===== src/rtl/vga_pkg.sv =====
// Shared types and colour constants for the VGA timing generator and its pattern source.
package vga_pkg;

  typedef enum logic [1:0] {
    MODE_GRID   = 2'd0,
    MODE_BARS   = 2'd1,
    MODE_STREAM = 2'd2,
    MODE_SOLID  = 2'd3
  } mode_e;

  typedef struct packed {
    logic [7:0] r;
    logic [7:0] g;
    logic [7:0] b;
  } rgb_t;

  localparam rgb_t RGB_WHITE   = 24'hFFFFFF;
  localparam rgb_t RGB_YELLOW  = 24'hFFFF00;
  localparam rgb_t RGB_CYAN    = 24'h00FFFF;
  localparam rgb_t RGB_GREEN   = 24'h00FF00;
  localparam rgb_t RGB_MAGENTA = 24'hFF00FF;
  localparam rgb_t RGB_RED     = 24'hFF0000;
  localparam rgb_t RGB_BLUE    = 24'h0000FF;
  localparam rgb_t RGB_BLACK   = 24'h000000;

  // Index 0 is the leftmost bar.
  localparam rgb_t [7:0] BAR_TABLE = {RGB_BLACK, RGB_BLUE, RGB_RED, RGB_MAGENTA,
                                      RGB_GREEN, RGB_CYAN, RGB_YELLOW, RGB_WHITE};

endpackage


===== src/rtl/vga_timing_gen_if.sv =====
// Pixel stream handshake between the line FIFO (master) and the timing generator (slave).
interface vga_timing_gen_if;
  logic [23:0] pix_data;
  logic        pix_valid;
  logic        pix_ready;

  modport master (output pix_data, output pix_valid, input pix_ready);
  modport slave  (input pix_data, input pix_valid, output pix_ready);
endinterface


===== src/rtl/vga_pattern.sv =====
// Combinational image source: picks the colour of pixel (px, py) for the frame's latched mode.
module vga_pattern
  import vga_pkg::*;
#(
  parameter int          HDISP     = 800,
  parameter int          GRID_LOG2 = 4,
  parameter int          PXW       = 10,
  parameter int          PYW       = 10,
  parameter logic [23:0] SOLID_RGB = 24'h0000FF
) (
  input  logic [PXW-1:0] px,
  input  logic [PYW-1:0] py,
  input  mode_e          mode_q,
  input  rgb_t           pix_data,
  output rgb_t           rgb
);

  localparam int BAR_W = HDISP / 8;

  logic [2:0] bar_idx;
  logic       unused_py_bits;

  assign unused_py_bits = ^py;

  // Bar index is the number of constant bar boundaries already passed.
  always_comb begin
    bar_idx = 3'd0;
    for (int k = 1; k < 8; k++) begin
      bar_idx = bar_idx + {2'b00, (int'(px) >= k * BAR_W)};
    end
  end

  // Colour selection per mode.
  always_comb begin
    rgb = RGB_BLACK;
    case (mode_q)
      MODE_GRID: begin
        if ((px[GRID_LOG2-1:0] == '0) || (py[GRID_LOG2-1:0] == '0)) begin
          rgb = RGB_WHITE;
        end else begin
          rgb = RGB_BLACK;
        end
      end
      MODE_BARS:   rgb = BAR_TABLE[bar_idx];
      MODE_STREAM: rgb = pix_data;
      MODE_SOLID:  rgb = rgb_t'(SOLID_RGB);
      default:     rgb = RGB_BLACK;
    endcase
  end

endmodule


===== src/rtl/vga_timing_gen.sv =====
// Parametrised VGA timing generator: counters, sync, stream handshake and registered video outputs.
module vga_timing_gen
  import vga_pkg::*;
#(
  parameter int          HDISP     = 800,
  parameter int          VDISP     = 480,
  parameter int          HFP       = 40,
  parameter int          HPULSE    = 48,
  parameter int          HBP       = 40,
  parameter int          VFP       = 13,
  parameter int          VPULSE    = 3,
  parameter int          VBP       = 29,
  parameter bit          HS_POL    = 1'b0,
  parameter bit          VS_POL    = 1'b0,
  parameter int          GRID_LOG2 = 4,
  parameter logic [23:0] SOLID_RGB = 24'h0000FF
) (
  input  logic             pixel_clk,
  input  logic             pixel_rst,
  input  logic [1:0]       mode,
  input  logic             underflow_clr,
  vga_timing_gen_if.slave  pix_if,
  output logic             hs,
  output logic             vs,
  output logic             blank,
  output logic [23:0]      rgb,
  output logic             frame_start,
  output logic             underflow
);

  localparam int XLEN = HDISP + HFP + HPULSE + HBP;
  localparam int YLEN = VDISP + VFP + VPULSE + VBP;
  localparam int PXW  = $clog2(XLEN);
  localparam int PYW  = $clog2(YLEN);

  localparam logic [PXW-1:0] X_ONE    = PXW'(1);
  localparam logic [PXW-1:0] X_LAST   = PXW'(XLEN - 1);
  localparam logic [PXW-1:0] X_DISP   = PXW'(HDISP);
  localparam logic [PXW-1:0] X_HS_ON  = PXW'(HDISP + HFP);
  localparam logic [PXW-1:0] X_HS_OFF = PXW'(HDISP + HFP + HPULSE);
  localparam logic [PYW-1:0] Y_ONE    = PYW'(1);
  localparam logic [PYW-1:0] Y_LAST   = PYW'(YLEN - 1);
  localparam logic [PYW-1:0] Y_DISP   = PYW'(VDISP);
  localparam logic [PYW-1:0] Y_VS_ON  = PYW'(VDISP + VFP);
  localparam logic [PYW-1:0] Y_VS_OFF = PYW'(VDISP + VFP + VPULSE);

  if ((HDISP % 8) != 0) begin : g_bad_hdisp
    $fatal(1, "vga_timing_gen: HDISP must be divisible by 8");
  end
  if ((HDISP < 1) || (VDISP < 1) || (HFP < 1) || (HPULSE < 1) || (HBP < 1) ||
      (VFP < 1) || (VPULSE < 1) || (VBP < 1) || (GRID_LOG2 < 1)) begin : g_bad_param
    $fatal(1, "vga_timing_gen: timing parameters must be >= 1");
  end

  logic [PXW-1:0] px_q, px_d;
  logic [PYW-1:0] py_q, py_d;
  mode_e          mode_q, mode_d;
  logic           hs_q, hs_d, vs_q, vs_d, blank_q, blank_d;
  logic           frame_start_q, frame_start_d, underflow_q, underflow_d;
  rgb_t           rgb_q, rgb_d, pattern_rgb;
  logic           line_end, frame_end, active, pix_ready, pix_miss;

  vga_pattern #(
    .HDISP(HDISP), .GRID_LOG2(GRID_LOG2), .PXW(PXW), .PYW(PYW), .SOLID_RGB(SOLID_RGB)
  ) u_pattern (
    .px(px_q), .py(py_q), .mode_q(mode_q), .pix_data(rgb_t'(pix_if.pix_data)), .rgb(pattern_rgb)
  );

  // Ready depends only on counters and latched mode, so it is low while in reset.
  assign active           = (px_q < X_DISP) && (py_q < Y_DISP);
  assign pix_ready        = active && (mode_q == MODE_STREAM);
  assign pix_miss         = pix_ready && !pix_if.pix_valid;
  assign pix_if.pix_ready = pix_ready;

  // Next-state for counters, mode latch and every registered output.
  always_comb begin
    line_end      = (px_q == X_LAST);
    frame_end     = line_end && (py_q == Y_LAST);
    px_d          = line_end ? '0 : (px_q + X_ONE);
    py_d          = py_q;
    mode_d        = mode_q;
    hs_d          = ((px_q >= X_HS_ON) && (px_q < X_HS_OFF)) ? HS_POL : ~HS_POL;
    vs_d          = ((py_q >= Y_VS_ON) && (py_q < Y_VS_OFF)) ? VS_POL : ~VS_POL;
    blank_d       = active;
    frame_start_d = (px_q == '0) && (py_q == '0);
    rgb_d         = RGB_BLACK;
    underflow_d   = underflow_q;
    if (line_end) begin
      py_d = frame_end ? '0 : (py_q + Y_ONE);
    end else begin
      py_d = py_q;
    end
    if (frame_end) begin
      mode_d = mode_e'(mode);
    end else begin
      mode_d = mode_q;
    end
    // A missing stream pixel is dropped as black; timing never stalls.
    if (!active || pix_miss) begin
      rgb_d = RGB_BLACK;
    end else begin
      rgb_d = pattern_rgb;
    end
    if (pix_miss) begin
      underflow_d = 1'b1;
    end else if (underflow_clr) begin
      underflow_d = 1'b0;
    end else begin
      underflow_d = underflow_q;
    end
  end

  // State and output registers.
  always_ff @(posedge pixel_clk or posedge pixel_rst) begin
    if (pixel_rst) begin
      px_q          <= '0;
      py_q          <= '0;
      mode_q        <= MODE_GRID;
      hs_q          <= ~HS_POL;
      vs_q          <= ~VS_POL;
      blank_q       <= 1'b0;
      rgb_q         <= RGB_BLACK;
      frame_start_q <= 1'b0;
      underflow_q   <= 1'b0;
    end else begin
      px_q          <= px_d;
      py_q          <= py_d;
      mode_q        <= mode_d;
      hs_q          <= hs_d;
      vs_q          <= vs_d;
      blank_q       <= blank_d;
      rgb_q         <= rgb_d;
      frame_start_q <= frame_start_d;
      underflow_q   <= underflow_d;
    end
  end

  assign hs          = hs_q;
  assign vs          = vs_q;
  assign blank       = blank_q;
  assign rgb         = rgb_q;
  assign frame_start = frame_start_q;
  assign underflow   = underflow_q;

endmodule


===== src/flat_wrapper.sv =====
// flat-port wrapper written by rule: the top's interface ports become plain ports
module vga_timing_gen_flat import vga_pkg::*;
#(
  parameter int          HDISP     = 800,
  parameter int          VDISP     = 480,
  parameter int          HFP       = 40,
  parameter int          HPULSE    = 48,
  parameter int          HBP       = 40,
  parameter int          VFP       = 13,
  parameter int          VPULSE    = 3,
  parameter int          VBP       = 29,
  parameter bit          HS_POL    = 1'b0,
  parameter bit          VS_POL    = 1'b0,
  parameter int          GRID_LOG2 = 4,
  parameter logic [23:0] SOLID_RGB = 24'h0000FF
)
  (pixel_clk, pixel_rst, mode, underflow_clr, hs, vs, blank, rgb, frame_start, underflow, pix_if_pix_data, pix_if_pix_valid, pix_if_pix_ready);
  vga_timing_gen_if pix_if_i ();
  input  logic pixel_clk;
  input  logic pixel_rst;
  input  logic [1:0] mode;
  input  logic underflow_clr;
  output logic hs;
  output logic vs;
  output logic blank;
  output logic [23:0] rgb;
  output logic frame_start;
  output logic underflow;
  input wire logic [$bits(pix_if_i.pix_data)-1:0] pix_if_pix_data;
  input wire logic [$bits(pix_if_i.pix_valid)-1:0] pix_if_pix_valid;
  output wire logic [$bits(pix_if_i.pix_ready)-1:0] pix_if_pix_ready;
  assign pix_if_i.pix_data = pix_if_pix_data;
  assign pix_if_i.pix_valid = pix_if_pix_valid;
  assign pix_if_pix_ready = pix_if_i.pix_ready;
  vga_timing_gen #(.HDISP(HDISP), .VDISP(VDISP), .HFP(HFP), .HPULSE(HPULSE), .HBP(HBP), .VFP(VFP), .VPULSE(VPULSE), .VBP(VBP), .HS_POL(HS_POL), .VS_POL(VS_POL), .GRID_LOG2(GRID_LOG2), .SOLID_RGB(SOLID_RGB)) u_core (.pixel_clk(pixel_clk), .pixel_rst(pixel_rst), .mode(mode), .underflow_clr(underflow_clr), .pix_if(pix_if_i), .hs(hs), .vs(vs), .blank(blank), .rgb(rgb), .frame_start(frame_start), .underflow(underflow));
endmodule

===== config.mk =====
export PLATFORM = sky130hd
export DESIGN_NAME = vga_timing_gen_flat
export DESIGN_NICKNAME = d
export VERILOG_FILES = /design/src/rtl/vga_pkg.sv /design/src/rtl/vga_timing_gen_if.sv /design/src/rtl/vga_pattern.sv /design/src/rtl/vga_timing_gen.sv /design/src/flat_wrapper.sv
export SDC_FILE = /design/constraint.sdc
export NUM_CORES = 1
export LEC_CHECK = 0
export ABC_CLOCK_PERIOD_IN_PS = 4910
export BUFFER_PORTS_ARGS = -buffer_cell sky130_fd_sc_hd__buf_2
export CORE_UTILIZATION = 30
export CTS_CLUSTER_DIAMETER = 30
export DETAILED_ROUTE_END_ITERATION = 8
export PLACE_DENSITY = 0.51
export SLEW_MARGIN = 40
export SYNTH_ARGS = -nofsm -noshare
export SYNTH_HDL_FRONTEND = slang
export SYNTH_HIERARCHICAL = 1
export SYNTH_SLANG_ARGS = --single-unit

===== constraint.sdc =====
create_clock -name pixel_clk -period 4.91 [get_ports pixel_clk]
set_input_delay 0.2455 -clock pixel_clk [delete_from_list [all_inputs] [get_ports pixel_clk]]
set_output_delay 0.2455 -clock pixel_clk [all_outputs]
set_load 0.01 [all_outputs]

== Word-level counts from Yosys, hierarchy flattened ==
Memories as Yosys holds them, arrays and structs flattened.
Index checks and enable logic that the tools add are counted.
Word-level totals
  memories kept: 1
  bits of input ports: 30
  RAM bits: 0
  latch bits: 0
  bits in read-only memories: 192
  output and inout bits: 30
  register bits after elaboration: 51
Cells by class
  div/mod/pow operators: 0
  $mul: 0
  magnitude comparators: 14
  shift operators: 0
  bitwise logic cells: 0
  eq/ne operators: 5
  mux-type cells: 10
  reductions and logical operators: 17
  add/sub/neg operators: 8
Memory list
  (name not given): depth 8, width 24, read ports 1, clocked after memory_dff 0, wr ports 0, RTL line vga_pattern.sv:44  | MODE_BARS: rgb = BAR_TABLE[bar_idx];
Operators with widths (number)
  $pmux W24 S4: 1
  $mux W24: 3
  $ge A10 B9 Y1 const B: 4
  $ge A10 B10 Y1 const B: 3
  $add A10 B1 Y10 const B: 2
  $eq A10 B10 Y1 const B: 2
  $logic_not A10 Y1: 2
  $lt A10 B10 Y1 const B: 2
  $lt A10 B9 Y1 const B: 2
  $mux W10: 2
  $add A3 B1 Y3: 4
  $ge A10 B7 Y1 const B: 1
  $ge A10 B8 Y1 const B: 1
  $logic_not A4 Y1: 2
  $logic_and A1 B1 Y1: 7
  $eq A2 B2 Y1 const B: 2
  $lt A3 B4 Y1 const B: 1
  $mux W1: 4
  $add A2 B1 Y3: 1
  $add A1 B1 Y2: 1
  $eq A2 B1 Y1 const B: 1
  $logic_not A1 Y1: 2
  $logic_not A2 Y1: 1
  $logic_or A1 B1 Y1: 2
  $reduce_bool A2 Y1: 1

== Depth between registers and ports, before layout ==
  word-level depth: 11
  depth in mapped cells: 11
  depth with buffers taken out: 11

== Cells and area by module ==
The synthesis kept the hierarchy.
Modules (own cells, without submodules)
  vga_timing_gen: times used 1, area an instance 2184.6 um^2, cells each 187
  vga_pattern: times used 1, area an instance 563.0 um^2, cells each 64

== Worst setup path before layout ==
No wires, ideal clock.
  path kind: reg-to-reg
  from: register u_core.px_q[3]
  to: register u_core.rgb_q, in the netlist u_core/rgb[23]
  setup time: 119 ps
  arrival: 3567 ps
  path buffers: 0
  required time: 4791 ps
  cell stages (with the launch flop): 12
  path slack: 1224 ps
  cells stage by stage: dfrtp_1 a21o_2 a211o_1 a21oi_1 fa_1 fa_1 inv_1 fa_1 fa_1 nor2_1 a211o_2 and2_1
RTL lines
  start: declaration: RTL line vga_timing_gen.sv:55  | logic [PXW-1:0] px_q, px_d;
  start signal: assignment: RTL line vga_timing_gen.sv:126  | px_q <= px_d;
  end signal: assignment: RTL line vga_timing_gen.sv:132  | rgb_q <= rgb_d;
  end: declaration: RTL line vga_timing_gen.sv:60  | rgb_t rgb_q, rgb_d, pattern_rgb;

==> metrics.md <==
| Metric | Value |
|---|---|
| Clock-pin slew on the worst setup and hold paths | 100 ps |
| GRT Total Usage | 12.9% |
| Vias | 2063 |
| Fmax | 245 MHz |
| Clk_skew | 11.2 ps |
| DRC Markers | 18 |
| Synth top area share | 44.6% |
| GRT overflow | 0 |
| Die width | 97.7 µm |
| Seq pwr share | 53.4% |
| Area Overhead vs Synth | 18.2% |
| Pwr dens | 242 nW/µm² |
| Yosys reg bits | 51 |
| Syn_area_per_cell | 10.9 µm² |
| Core Footprint | 8810 µm² |
| Hpwl dp | 4080 µm |
| Period utilisation layout | 83.0% |
| Clock Latency Late Sink | 300 ps |
| Tmin final | 4080 ps |
| Die height | 97.7 µm |
| Fillers | 896 |
| EDFF count, synth | 0 |
| Max_cap viols | 0 |
| Pin count of the biggest net entering global routing | 52 |
| CTS Buffer Depth | 2 |
| Synth Warn # | 6 |
| Ys async rst share | 100% |
| Syn_nets | 291 |
| Synth Instances | 251 |
| Syn Std Cell Area | 2750 µm² |
| DRT iter0 DRCs | 103 |
| Final-stage net count | 346 |
| Kind of end point of the critical path | flop |
| Worst-margin pin slew | 638 ps |
| Critical setup path kind | flop to flop |
| CTS buffer count | 5 |
| Ant. Diodes | 0 |
| Post-synth cell types | 49 |
| Largest cells by area after synthesis | dfrtp_1, a211o_2, and2_1 |
| Most used DFF post-synth | dfrtp_1 |
| WL per Instance | 14.3 µm |
| Hold Crit Class | primary input to async pin |
| Crit start category | flop |
| Status | finished, violations left |
| Synth area leader | dfrtp_1 |
| Post-CTS setup buffers | 0 |
| Clock Power Share | 44.0% |
| FP Rows | 34 |
| Pre-CTS setup slack | 842 ps |
| Seq/Total Area, Yosys | 46.5% |
| PortBufs | 59 |
| Clock net sink count | 51 |
| H-Tree Depth | 2 |
| Share of layout cells above drive strength 1 | 31.9% |
| Pre-antenna DRT Iters | 6 |
| CTS tree | yes |
| Core Util, Final | 36.9% |
| Comb power frac | 2.7% |
| CP arrival | 4320 ps |
| Final WS setup | 834 ps |
| Post-cts resize count | 0 |
| CP required | 5160 ps |
| Failing checks | DRC |
| Placer Congestion | 0.734 |
| Area of the die | 9550 µm² |
| Antenna Nets Post-Route | 0 |
| Leakage | 0.00131 µW |
| Pint | 632 µW |
| Initial Util | 31.2% |
| Slew headroom | 57.5% |
| Hold Vio Cnt, Final | 0 |
| Most instantiated library cell after synthesis | dfrtp_1 |
| RSZ-0062 raised after global routing | no |
| Initial antenna violation count | 0 |
| Synth cell count leaders | dfrtp_1, and2_1, nor2_1 |
| CTS Hold Buffers Added | 0 |
| Fin. max-slew vios | 0 |
| Vias per cell | 4.97 |
| # setup viols final | 0 |
| VDD IR max | 124 µV |
| CP max FO | 18 |
| Final setup TNS | 0 ps |
| Final Routed Wirelength | 5920 µm |
| First-pass GRT wire length | 10000 µm |
| P_sw | 154 µW |
| Top Ports | 60 |
| Root cell of the clock tree | clkbuf_8 |
| Via count of the first global-routing pass | 1980 |
| Switching share of total power | 19.6% |
worst paths after layout:
check                                                 from                           end  slack (ps)  cells after the start
worst min register to register  u_core/py_q[8]$_DFFE_PP0N_    u_core/py_q[8]$_DFFE_PP0N_         510                      1
worst max-delay path              u_core/px_q[4]$_DFF_PP0_      u_core/rgb[21]$_DFF_PP0_         830                     10
worst max register to register    u_core/px_q[4]$_DFF_PP0_      u_core/rgb[21]$_DFF_PP0_         830                     10
worst min-delay path                             pixel_rst  u_core/mode_q[0]$_DFFE_PP0P_          30                      2
min in group pixel_clk                       underflow_clr  u_core/underflow$_DFFE_PP0P_         130                      2
max in group asynchronous                        pixel_rst      u_core/px_q[6]$_DFF_PP0_        4460                      2
power groups by stage:
stage,logic [µW],registers (µW),clock network (µW)
detailed placement,22.1,428,0
global route,24.2,420,371
CTS,22.2,420,357
finish,21.0,420,346
floorplan,6.38,428,0
global placement,21.8,428,0
cell usage in the layout, fill, tap and decap left out, types with 3 or more instances in the layout:
cell type | synthesis | layout
nor4_1 | 6 | 6
o211a_1 | 9 | 9
xnor2_1 | 8 | 8
fa_1 | 4 | 4
nand2b_1 | 4 | 4
o21ai_0 | 4 | 4
nor2b_1 | 5 | 4
and2_1 | 24 | 24
and3_1 | 6 | 6
a21oi_1 | 3 | 3
clkbuf_8 | 0 | 5
nand4_1 | 6 | 6
dfrtp_1 | 49 | 49
inv_1 | 11 | 10
ha_1 | 6 | 6
nand3_1 | 15 | 15
nor3_1 | 4 | 3
a211o_2 | 16 | 16
buf_2 | 2 | 59
nand2_1 | 5 | 5
nor2_1 | 18 | 18
xor2_1 | 5 | 5
kinds of logic after synthesis:
family                     after synthesis  synth area share, %
buffers and inverters                   22                 4.19
xor gates and xnor gates                13                 4.14
and+or+nand+nor                        109                 24.0
adders and majority gates               10                 5.65
DFF                                     51                 46.5
AOI/OAI and AO/OA                       43                 14.3
muxes                                    3                 1.18
routing by layer:
| metal | share of wire [%] | vias up | GRT usage, % |
|---|---|---|---|
| li1 | - | 1008 | - |
| met1 | 46 | 1003 | 17.3 |
| met2 | 48 | 47 | 21.3 |
| met3 | 5.2 | 5 | 3.09 |
| met4 | 0.85 | 0 | 2.80 |
| met5 | 0 | - | 0 |
worst max-delay path, cell delays in order (launching register included):
cell and delay [ps]:
dfrtp_1 570, o311a_2 470, nor4_1 280, fa_1 510, fa_1 540, inv_1 50
fa_1 430, fa_1 430, nor2_1 460, a211o_2 170, and2_1 120
flip-flops by register name (all words and copies together) (netlist names):
signal	cells
u_core/rgb	24
u_core/frame_start	1
u_core/underflow	1
u_core/blank	1
u_core/py_q	10
u_core/vs	1
u_core/hs	1
u_core/px_q	10
u_core/mode_q	2
final cells by class:
cell class              instances  area, µm²  share of cell area (%)
clock buffers                   6       72.6                    2.24
clock inverters                 2       60.1                    1.85
inverters                      11       43.8                    1.35
multi-input cells             178       1360                    41.9
flip-flops and latches         51       1280                    39.4
well taps                     108        135                    4.16
repair buffers                 59        295                    9.09
stage by stage:
| stage | area (µm²) | hold WS [ps] | total power [µW] | std cells |
|---|---|---|---|---|
| final | 3250 | 32.1 | 786 | 415 |
| after global routing | 3250 | 75.4 | 815 | 415 |
| after CTS | 3250 | 55.5 | 799 | 415 |
| after detailed placement | 3110 | 394 | 450 | 407 |
| after global placement | 3100 | 444 | 450 | 407 |
| after floorplan | 2750 | 350 | 434 | 251 |
Power figures use the tool's default switching activity.
